File: config.mk
export PLATFORM = sky130hd
export DESIGN_NAME = spdif_relay_ctrl
export DESIGN_NICKNAME = d
export VERILOG_FILES = /design/src/rtl/spdif_relay_ctrl.sv
export SDC_FILE = /design/constraint.sdc
export NUM_CORES = 1
export LEC_CHECK = 0
export CAP_MARGIN = 20
export CORE_ASPECT_RATIO = 1.25
export CORE_MARGIN = 2
export CORE_UTILIZATION = 30
export DETAILED_ROUTE_END_ITERATION = 8
export GPL_TIMING_DRIVEN = 1
export PLACE_DENSITY = 0.5
export SLEW_MARGIN = 20
export SYNTH_ARGS = -nofsm -noshare
export SYNTH_HDL_FRONTEND = slang
export SYNTH_SLANG_ARGS = --single-unit
File: constraint.sdc
create_clock -name clk_60mhz -period 2.28 [get_ports clk_60mhz]
set_clock_uncertainty 0.15 [all_clocks]
set_input_delay 0.342 -clock clk_60mhz [delete_from_list [all_inputs] [get_ports clk_60mhz]]
set_output_delay 0.342 -clock clk_60mhz [all_outputs]
set_load 0.05 [all_outputs]
File: src/rtl/spdif_relay_ctrl.sv
// S/PDIF relay sequencer (clk_60mhz domain).
// Gates sample writes into the relay FIFO, holds the transmitter off until the
// FIFO is prefilled, turns asynchronous frame requests into single read pulses,
// and flushes/restarts the FIFO on a decode kill, enable drop or underrun.
module spdif_relay_ctrl #(
  parameter int ACQ_FRAMES   = 192,
  parameter int FLUSH_CYCLES = 8,
  parameter int CNT_W        = 8
) (
  input  logic             clk_60mhz,
  input  logic             rst,
  input  logic             enable,
  input  logic             kill,
  input  logic             sample_valid,
  input  logic             frame_req_async,
  input  logic             fifo_full,
  input  logic             fifo_empty,
  input  logic             fifo_prog_empty,
  output logic             fifo_wr_en,
  output logic             fifo_rd_en,
  output logic             fifo_srst,
  output logic             tx_enable,
  output logic [2:0]       state_out,
  output logic [CNT_W-1:0] underrun_count,
  output logic [CNT_W-1:0] overflow_count
);

  typedef enum logic [2:0] {
    IDLE    = 3'd0,
    ACQUIRE = 3'd1,
    PREFILL = 3'd2,
    STREAM  = 3'd3,
    FLUSH   = 3'd4
  } state_t;

  localparam int ACQ_W = $clog2(ACQ_FRAMES + 1);
  localparam int FL_W  = $clog2(FLUSH_CYCLES + 1);
  localparam logic [ACQ_W-1:0] ACQ_LAST = ACQ_W'(ACQ_FRAMES - 1);
  localparam logic [FL_W-1:0]  FL_LAST  = FL_W'(FLUSH_CYCLES - 1);

  state_t           state_q;
  logic [ACQ_W-1:0] acq_cnt_q;
  logic [FL_W-1:0]  flush_cnt_q;
  logic             srst_q;
  logic             rd_en_q;
  logic             tx_en_q;
  logic [CNT_W-1:0] underrun_q;
  logic [CNT_W-1:0] overflow_q;
  logic             sync1_q;
  logic             sync2_q;
  logic             req_prev_q;

  logic             req_edge;
  logic             wr_state;
  logic             overflow_evt;

  // Counters stick at all-ones instead of wrapping.
  function automatic logic [CNT_W-1:0] sat_inc(input logic [CNT_W-1:0] v);
    return (&v) ? v : v + CNT_W'(1);
  endfunction

  assign wr_state     = (state_q == PREFILL) || (state_q == STREAM);
  assign req_edge     = sync2_q & ~req_prev_q;
  // A kill that cycle outranks the drop accounting just as it outranks writes.
  assign overflow_evt = wr_state & sample_valid & fifo_full & ~kill;

  assign fifo_wr_en     = sample_valid & ~fifo_full & ~rst & wr_state & ~kill;
  assign fifo_rd_en     = rd_en_q;
  assign fifo_srst      = srst_q;
  assign tx_enable      = tx_en_q;
  assign state_out      = state_q;
  assign underrun_count = underrun_q;
  assign overflow_count = overflow_q;

  // Two-flop synchroniser for the 6.144 MHz frame request, plus edge-detect history.
  always_ff @(posedge clk_60mhz) begin
    if (rst) begin
      sync1_q    <= 1'b0;
      sync2_q    <= 1'b0;
      req_prev_q <= 1'b0;
    end else begin
      sync1_q    <= frame_req_async;
      sync2_q    <= sync1_q;
      req_prev_q <= sync2_q;
    end
  end

  // Sequencer FSM with registered FIFO/transmitter controls and error counters.
  always_ff @(posedge clk_60mhz) begin
    if (rst) begin
      state_q     <= FLUSH;
      acq_cnt_q   <= '0;
      flush_cnt_q <= '0;
      srst_q      <= 1'b1;
      rd_en_q     <= 1'b0;
      tx_en_q     <= 1'b0;
      underrun_q  <= '0;
      overflow_q  <= '0;
    end else begin
      rd_en_q <= 1'b0;
      if (overflow_evt) begin
        overflow_q <= sat_inc(overflow_q);
      end
      case (state_q)
        FLUSH: begin
          if (flush_cnt_q == FL_LAST) begin
            state_q     <= IDLE;
            srst_q      <= 1'b0;
            flush_cnt_q <= '0;
          end else begin
            flush_cnt_q <= flush_cnt_q + FL_W'(1);
          end
        end
        IDLE: begin
          if (enable) begin
            state_q   <= ACQUIRE;
            acq_cnt_q <= '0;
          end
        end
        ACQUIRE, PREFILL, STREAM: begin
          if (kill || !enable) begin
            state_q     <= FLUSH;
            srst_q      <= 1'b1;
            flush_cnt_q <= '0;
            tx_en_q     <= 1'b0;
            acq_cnt_q   <= '0;
          end else if (state_q == ACQUIRE) begin
            if (sample_valid) begin
              acq_cnt_q <= acq_cnt_q + ACQ_W'(1);
              if (acq_cnt_q == ACQ_LAST) begin
                state_q <= PREFILL;
              end
            end
          end else if (state_q == PREFILL) begin
            if (!fifo_prog_empty) begin
              state_q <= STREAM;
              tx_en_q <= 1'b1;
            end
          end else if (req_edge) begin
            // STREAM: a request against an empty FIFO is an underrun and restarts the relay.
            if (fifo_empty) begin
              underrun_q  <= sat_inc(underrun_q);
              state_q     <= FLUSH;
              srst_q      <= 1'b1;
              flush_cnt_q <= '0;
              tx_en_q     <= 1'b0;
            end else begin
              rd_en_q <= 1'b1;
            end
          end
        end
        default: begin
          state_q     <= FLUSH;
          srst_q      <= 1'b1;
          flush_cnt_q <= '0;
          tx_en_q     <= 1'b0;
        end
      endcase
    end
  end

endmodule

==> run summary, run 1 <==
Yosys warning total = 0
Worst Tran Pin Value = 663 ps
PwrDens = 541 mW/mm^2
Sequential share of the synthesized area = 0.406
Placed cells = 315
Number of global-route vias before repair = 1,502
Area grow syn2layout = 33.8%
Post-Layout Cell Count = 323
Final #Nets = 269
Multiplexer share of the synthesized area = 0.0247
Post-synth net total = 222
Most frequent cells in the layout = dfxtp_1 (37), nor2_1 (32), clkdlybuf4s50_1 (30), buf_4 (15), nand2_1 (13)
Adder-cell share of the synthesized area = 0.0274
Area of the mapped netlist = 0.00182 mm^2
Mapped Cells = 209
Worst-path clk slew = 70 ps
Setup slack after layout = 116 ps
Final setup viols = 0
Min Clock Period, post-route = 2160 ps
All-Layer GR Usage = 0.131
Placement Setup Slack = -1.23 ps
FP Rows = 31
Residual DRC = 0
Most common cell after layout, fill and taps aside = dfxtp_1
GP Congestion = 0.830
Max Transition Viols Final = 0
Num ports = 32
Outcome = finished clean
Crit path depth = 1
Global-route wire length before repair = 6.98 mm
Type of element capturing the critical path = output pin
DIE WIDTH = 73.7 um
Util after Layout = 0.420
Buf/Inv on CP = 1
Max Freq = 462 MHz
Hold depth = 1
Share of cells above drive strength 1 = 0.128
Starting DRT DRC Count = 66
Rel. slew slack = 0.556
Port Buffers = 31
Avg Cell Area, Syn = 8.73 um^2
VDD IR max = 0.309 mV
Cts hold-fix bufs = 0
Worst-case clock buffer depth = 2
Initial antenna violation count = 0
Die ar. = 0.00672 mm^2
Postcts setup bufs = 0
Synth Area in Simple Gates = 0.299
Post-DP HPWL = 2.91 mm
Initial Util = 0.314
DIE HEIGHT = 91.2 um
CTS root buffer = clkbuf_8
CP max stage delay = 870 ps
Post-CTS Resized = 0
Pin count of the biggest net entering global routing = 31
Worst-Skew Late Latency = 290 ps
Endpoints failing hold = 0
Drt pass-1 iters = 4
RSZ-0062 raised after global routing = false
Global route overflow = 0
Static leakage = 0.928 nW
Routed WL = 4.03 mm
R2r worst-path depth = 6
Hold crit path type = reg2reg
Avg WL per Cell = 12.5 um
EDFF count, synth = 0
Delay-heaviest family, CP = buffers and inverters
CP max FO = 10
CP max stage cell = clkdlybuf4s50_1
Complex-gate fraction of the synthesized area = 0.126
Final ANT Viol Nets = 0
Cts bufs inserted = 5
Post-synthesis register bit count = 37
Hold_ws = 298 ps
Critical path data required time = 1790 ps
Critical Path AT = 1670 ps
Number of vias per cell = 4.87
Largest area contributor in the netlist = dfxtp_1
Core area = 0.00582 mm^2
CTS sink cnt = 37
Post-Synth XOR/XNOR Area = 0.0816
H-tree levels = 2
Largest family of logic cells by synthesized area = simple AND/OR/NAND/NOR gates
Post-synth top area share = 0.406
Via count = 1,572
Post-synth ARST share = 0
Diodes inserted = 0
Max Cap Viol = 0
CTS tree = done
Worst setup SP type = flop
R2R setup slack = 290 ps
Top post-synthesis cells by area = dfxtp_1 (41%), nor2_1 (6.6%), xor2_1 (5.3%), a21oi_1 (3.0%), xnor2_1 (2.9%)
Crit path cell chain = clkdlybuf4s50_1
Top_reg_cell synth = dfxtp_1
Tcrit/Tclk final = 0.949
Synth unique cells = 49
Kind of critical path = reg2out
==> state kept, by name, summed over array words and instances, names as in the netlist <==
register and count:
overflow_count 8, underrun_count 8, fifo_rd_en 1, req_prev_q 1, flush_cnt_q 4, fifo_srst 1, tx_enable 1, sync1_q 1
state_out 3, acq_cnt_q 8, sync2_q 1
==> power breakdown <==
part	internal [mW]	total, mW	switching [mW]
Combinational	0.0329	0.0641	0.0311
Clock	0.357	0.597	0.240
Sequential	0.654	0.659	0.00588
==> synth_stat cells (2+ instances only) <==
library cell / count
o21ai_0: 6
ha_1: 4
nand2_1: 13
nor2b_1: 7
xnor2_1: 6
nand3_1: 9
inv_1: 5
or3_1: 4
and4_1: 2
clkbuf_1: 3
o2111ai_1: 3
dfxtp_1: 37
nor3_1: 5
a211oi_1: 2
mux2i_1: 3
o211ai_1: 2
and3_1: 3
a21oi_1: 11
nor3b_1: 2
xor2_1: 11
and2_1: 6
nor2_1: 32
buf_6: 2
nand4_1: 6
==> area by class of cell <==
type	count	area [um^2]
multi-input combinational	160	1030
clock inverter	1	30.0
fill	605	3380
clock buffer	7	86.3
sequential	37	741
timing repair buffer	47	453
inverter	5	18.8
tap	66	82.6
==> per-layer routing <==
layer  GRT usage  wire length, um
met4      0.0500               42
met5           0                0
met1       0.168             1880
met3      0.0311              136
met2       0.208             1970
==> path summary, 6_finish.rpt <==
| kind | from | to |
|---|---|---|
| setup reg to reg | overflow_count[0] | overflow_count[1] |
| setup / recovery | state_out[0] | state_out[0] |
| hold reg to reg | sync1_q | sync2_q |
| hold / removal | sync1_q | sync2_q |
==> stage by stage <==
step | power (mW) | setup TNS [ps] | area, um^2
2_1_floorplan | 0.705 | 0 | 1840
3_3_place_gp | 0.739 | 0 | 2320
3_5_place_dp | 0.739 | -1.23 | 2320
4_1_cts | 1.35 | 0 | 2440
5_1_grt | 1.38 | 0 | 2440
6_report | 1.32 | 0 | 2440
==> cell families (layout without fill, tap and decap cells) <==
family	count (synthesis)	count (layout)
AO/OA/AOI/OAI	34	34
multiplexers	4	4
adder cells (fa/ha/maj)	4	4
buffers and inverters	12	60
flip-flops	37	37
AND/OR/NAND/NOR	101	101
XOR/XNOR	17	17
Note: power is estimated with default switching activity, not from simulation.
==> inputs of run 2 (changes only) <==
--- a/config.mk
+++ b/config.mk
@@ -9,6 +9,7 @@
 export CORE_ASPECT_RATIO = 1.25
 export CORE_MARGIN = 2
 export CORE_UTILIZATION = 30
+export CTS_BUF_LIST = sky130_fd_sc_hd__clkbuf_8
 export DETAILED_ROUTE_END_ITERATION = 8
 export GPL_TIMING_DRIVEN = 1
 export PLACE_DENSITY = 0.5
==> run 2 against run 1 <==
  * Routed wire length about the same
  * Highest routed layer unchanged
  * Sequential share of layout area unchanged
  * Flip-flop and latch count stayed put
  * Clock power shrank 0.7%
  * Core utilization stayed put
  * Power decreased by 0.31%
  * Hold slack hardly changed
  * Die area unchanged
  * Final cell count unchanged
==> run summary, run 2 (synthesis gave the netlist of run 1 again) <==
Outcome = finished clean
CTS root buffer = clkbuf_8
Area grow syn2layout = 33.8% (unchanged)
Max Cap Viol = 0 (unchanged)
Finished Cell Area = 0.00244 mm^2 (unchanged)
Core area = 0.00582 mm^2 (unchanged)
Diodes inserted = 0 (unchanged)
All-Layer GR Usage = 0.131 (unchanged)
Final total negative setup slack = 0 ps (unchanged)
Final ANT Viol Nets = 0 (unchanged)
Postcts setup bufs = 0 (unchanged)
Tcrit/Tclk final = 0.949 (unchanged)
Delay-heaviest family, CP = buffers and inverters
VDD IR max = 0.309 mV (unchanged)
Final setup viols = 0 (unchanged)
Num ports = 32 (unchanged)
Initial antenna violation count = 0 (unchanged)
Global-route wire length before repair = 6.98 mm (unchanged)
CP max FO = 10 (unchanged)
PwrDens = 539 mW/mm^2 (-0.31%)
Critical path data required time = 1790 ps (about the same)
Most common cell after layout, fill and taps aside = dfxtp_1
DIE HEIGHT = 91.2 um (unchanged)
Type of element capturing the critical path = output pin
Cts hold-fix bufs = 0 (unchanged)
Endpoints failing hold = 0 (unchanged)
Max Freq = 462 MHz (unchanged)
Cts bufs inserted = 5 (unchanged)
Post-CTS Resized = 0 (unchanged)
Worst setup SP type = flop
Routed WL = 4.03 mm (about the same)
Crit path cell chain = clkdlybuf4s50_1
Residual DRC = 0 (unchanged)
FP Rows = 31 (unchanged)
CP max stage cell = clkdlybuf4s50_1
RSZ-0062 raised after global routing = false
Via count = 1,572 (unchanged)
Static leakage = 0.932 nW (+0.45%)
Number of vias per cell = 4.87 (unchanged)
Share of cells above drive strength 1 = 0.128 (unchanged)
Hold crit path type = reg2reg
Rel. slew slack = 0.556 (unchanged)
Starting DRT DRC Count = 66 (unchanged)
Most frequent cells in the layout = dfxtp_1 (37), nor2_1 (32), clkdlybuf4s50_1 (30), buf_4 (15), nand2_1 (13)
Met3 Wirelength = 136 um (unchanged)
Worst min-delay path startpoint = sync1_q
Global route overflow = 0 (unchanged)
Max layer used = met4
Drt pass-1 iters = 4 (unchanged)
Port Buffers = 31 (unchanged)
DIE WIDTH = 73.7 um (unchanged)
Buf/Inv on CP = 1 (unchanged)
Post-DP Area = 0.00232 mm^2 (unchanged)
CTS tree = done
Placement Setup Slack = -1.23 ps (unchanged)
GP Congestion = 0.830 (unchanged)
Hold_ws = 298 ps (+0.104 ps)
Placed cells = 315 (unchanged)
Initial Util = 0.314 (unchanged)
Setup slack after layout = 116 ps (unchanged)
Post-DP HPWL = 2.91 mm (unchanged)
Pin count of the biggest net entering global routing = 31 (unchanged)
Met2 WL = 1.97 mm (unchanged)
Min Clock Period, post-route = 2160 ps (unchanged)
H-tree levels = 2 (unchanged)
Avg WL per Cell = 12.5 um (about the same)
Worst-case clock buffer depth = 2 (unchanged)
Kind of critical path = reg2out
Number of global-route vias before repair = 1,502 (unchanged)
CP max stage delay = 870 ps (about the same)
Die ar. = 0.00672 mm^2 (unchanged)
Worst-path clk slew = 70 ps (about the same)
Final #Nets = 269 (unchanged)
Setup crit start = state_out[0]
Post-Layout Cell Count = 323 (unchanged)
Worst Tran Pin Value = 663 ps (unchanged)
Worst-Skew Late Latency = 290 ps (about the same)
Reg2reg start = overflow_count[0]
Max Transition Viols Final = 0 (unchanged)
Met1 WL = 1.88 mm (unchanged)
CTS sink cnt = 37 (unchanged)
Critical Path AT = 1670 ps (about the same)
-- run 2: per-layer routing --
metal	vias to the layer above	global-route usage
li1	834	-
met1	711	0.168
met2	23	0.208
met3	4	0.0311
met4	0	0.0500
met5	-	0
-- run 2: final timing paths --
check / end / slack [ps] / cells after the start
worst max-delay path: state_out[0] / 120 / 1
worst min-delay path: sync2_q / 300 / 1
worst max register to register: overflow_count[1] / 290 / 6
worst min register to register: sync2_q / 300 / 1
-- run 2: final cells by class --
class | instances | area, um^2
clock inverters | 2 | 33.8
repair buffers | 47 | 453
fillers | 605 | 3380
well taps | 66 | 82.6
multi-input cells | 160 | 1030
flip-flops and latches | 37 | 741
inverters | 5 | 18.8
clock buffers | 6 | 82.6
-- run 2: where the power goes --
group / internal [mW] / switching (mW) / total (mW)
Sequential: 0.654 / 0.00588 / 0.659
Clock: 0.353 / 0.240 / 0.593
Combinational: 0.0329 / 0.0311 / 0.0641
Total: 1.04 / 0.277 / 1.32
-- run 2: stage by stage --
step	total power [mW]	utilization
floorplan	0.705	-
global placement	0.739	0.400
detailed placement	0.739	0.400
CTS	1.34	0.420
global route	1.38	0.420
finish	1.32	0.420
==> inputs of run 3 (changes only) <==
--- a/config.mk
+++ b/config.mk
@@ -11,7 +11,7 @@
 export CORE_UTILIZATION = 30
 export CTS_BUF_LIST = sky130_fd_sc_hd__clkbuf_8
 export DETAILED_ROUTE_END_ITERATION = 8
-export GPL_TIMING_DRIVEN = 1
+export GPL_TIMING_DRIVEN = 0
 export PLACE_DENSITY = 0.5
 export SLEW_MARGIN = 20
 export SYNTH_ARGS = -nofsm -noshare
==> run 3 against run 2 <==
  * Setup slack worse by 28 ps
  * Via count down 0.57%
  * Routed wire length down 1.2%
  * Power down 7.7%
  * Final area down 4.3%
  * Clock power down 16%
  * Sequential power about the same
  * Global-route usage down 0.44 points
  * Register-to-register slack worse by 120 ps
  * Hold slack worse by 2.2 ps
  * First-iteration DRC count down 11%
  * Non-clock buffer count down 9
  * Largest cell class unchanged
  * Largest power group unchanged
==> run summary, run 3 (synthesis gave the netlist of run 1 again) <==
Clock power share = 0.409 (-0.041)
Power share of the combinational group = 0.048 (about the same)
Outcome = finished clean
Initial antenna violation count = 0 (unchanged)
Finished Cell Area = 0.00234 mm^2 (-4.3%)
CP max FO = 6 (-4)
Final setup viols = 0 (unchanged)
Residual DRC = 0 (unchanged)
Num ports = 32 (unchanged)
Worst setup SP type = input port
CTS root buffer = clkbuf_8
H-tree levels = 2 (unchanged)
Core area = 0.00582 mm^2 (unchanged)
Pin count of the biggest net entering global routing = 20 (-35%)
Hold crit path type = reg2reg
VDD IR max = 0.324 mV (+4.8%)
Number of vias per cell = 4.98 (+2.3%)
Cts hold-fix bufs = 0 (unchanged)
All-Layer GR Usage = 0.126 (-0.00441)
Tcrit/Tclk final = 0.961 (+0.0122)
Routed WL = 3.98 mm (-1.2%)
DIE WIDTH = 73.7 um (unchanged)
Rel. slew slack = 0.496 (-0.0597)
Post-DP HPWL = 2.97 mm (+2.2%)
Via count = 1,563 (-0.57%)
Starting DRT DRC Count = 59 (-11%)
Max Transition Viols Final = 0 (unchanged)
Pint = 0.954 mW (-8.2%)
Diodes inserted = 0 (unchanged)
Cts bufs inserted = 5 (unchanged)
Worst-Skew Late Latency = 280 ps (about the same)
Kind of critical path = in2reg
Switching pwr = 0.260 mW (-6.1%)
Final #Nets = 260 (-3.3%)
Max Cap Viol = 0 (unchanged)
Initial Util = 0.314 (unchanged)
Die ar. = 0.00672 mm^2 (unchanged)
Most common cell after layout, fill and taps aside = dfxtp_1
Post-Layout Cell Count = 314 (-2.8%)
Placed cells = 306 (-2.9%)
Final ANT Viol Nets = 0 (unchanged)
Critical Path AT = 2210 ps (+540 ps)
CTS tree = done
Post-DP Area = 0.00223 mm^2 (-4.1%)
Sequential power share = 0.542 (+0.041)
Global route overflow = 0 (unchanged)
GP Congestion = 0.829 (-0.11%)
Global-route wire length before repair = 6.78 mm (-2.9%)
Avg WL per Cell = 12.7 um (+1.6%)
Critical path data required time = 2300 ps (+510 ps)
Drt pass-1 iters = 4 (unchanged)
Type of element capturing the critical path = flop
Worst-case clock buffer depth = 2 (unchanged)
Sw frac = 0.214 (+0.00369)
DIE HEIGHT = 91.2 um (unchanged)
Setup slack after layout = 88.5 ps (-27.7 ps)
Most frequent cells in the layout = dfxtp_1 (37), nor2_1 (32), clkdlybuf4s50_1 (29), nand2_1 (13)
Final total negative setup slack = 0 ps (unchanged)
CTS sink cnt = 37 (unchanged)
Static leakage = 0.880 nW (-5.6%)
Number of global-route vias before repair = 1,512 (+0.67%)
CP max stage delay = 480 ps (-390 ps)
PwrDens = 520 mW/mm^2 (-3.6%)
Worst-path clk slew = 70 ps (about the same)
Port Buffers = 31 (unchanged)
CP max stage cell = clkdlybuf4s50_1
Worst Tran Pin Value = 752 ps (+89.2 ps)
Max Freq = 456 MHz (-1.3%)
FP Rows = 31 (unchanged)
Area grow syn2layout = 28.1%
RSZ-0062 raised after global routing = false
Tot Pwr = 1.21 mW (-7.7%)
Min Clock Period, post-route = 2190 ps (+27.7 ps)
Share of cells above drive strength 1 = 0.0968 (-0.0316)
Crit path cell chain = clkdlybuf4s50_1 -> or3b_1 -> buf_6 -> nor3_4 -> o21a_4 -> nand4_2 -> mux2_4
Placement Setup Slack = -561 ps (-559 ps)
Endpoints failing hold = 0 (unchanged)
[run 3: cell types whose count changed in the layout (fill, tap and decap cells not counted), sizes merged]
cell	previous run	this run
dlymetal6s2s	0	1
buf	17	6
bufinv	1	0
clkbuf	6	9
clkdlybuf4s50	30	29
clkinv	0	1
inv	6	5
[run 3: metrics by stage]
step | hold WS, ps | util
floorplan | 264 | -
global placement | 267 | 0.383
detailed placement | 281 | 0.383
CTS | 300 | 0.401
global route | 327 | 0.402
finish | 296 | 0.402
[run 3: final cells by class]
class | instances | area [um^2]
buffer | 6 | 42.5
clock buffer | 7 | 96.3
clock inverter | 1 | 5.00
fill | 607 | 3480
inverter | 5 | 18.8
multi-input combinational | 160 | 1030
sequential | 37 | 741
tap | 66 | 82.6
timing repair buffer | 32 | 315
[run 3: worst paths after layout]
| check | start | slack (ps) | depth (start not counted) | to |
|---|---|---|---|---|
| worst max-delay path | kill | 90 | 7 | underrun_count[5] |
| worst min-delay path | sync1_q | 300 | 1 | sync2_q |
| worst max register to register | state_out[2] | 170 | 7 | underrun_count[5] |
| worst min register to register | sync1_q | 300 | 1 | sync2_q |
[run 3: per-layer routing]
metal	wire length, um	track usage	vias to the layer above
met5	0	0	-
met4	34	0.0409	0
met3	170	0.0311	2
met2	1920	0.202	28
met1	1860	0.164	719
li1	-	-	814
[run 3: what timing repair did]
| action | 4_1_cts | 5_1_grt |
|---|---|---|
| resized for setup | 3 | 4 |
| setup buffers | 1 | 0 |
| endpoints found under the setup margin | 2 | 10 |
| pin swaps | 1 | 0 |
[run 3: power by group through the flow]
| stage | combinational (mW) | sequential (mW) | clock [mW] |
|---|---|---|---|
| 6_report | 0.0587 | 0.659 | 0.497 |
| 5_1_grt | 0.0676 | 0.660 | 0.551 |
| 4_1_cts | 0.0599 | 0.659 | 0.529 |
| 3_5_place_dp | 0.0605 | 0.674 | 0 |
| 3_3_place_gp | 0.0603 | 0.674 | 0 |
| 2_1_floorplan | 0.0309 | 0.675 | 0 |
[run 3: critical path, delay by kind of cell]
| family | cells | cell delay, ps |
|---|---|---|
| muxes | 1 | 310 |
| AOI/OAI and AO/OA | 1 | 190 |
| buffers and inverters | 2 | 630 |
| and+or+nand+nor | 3 | 750 |
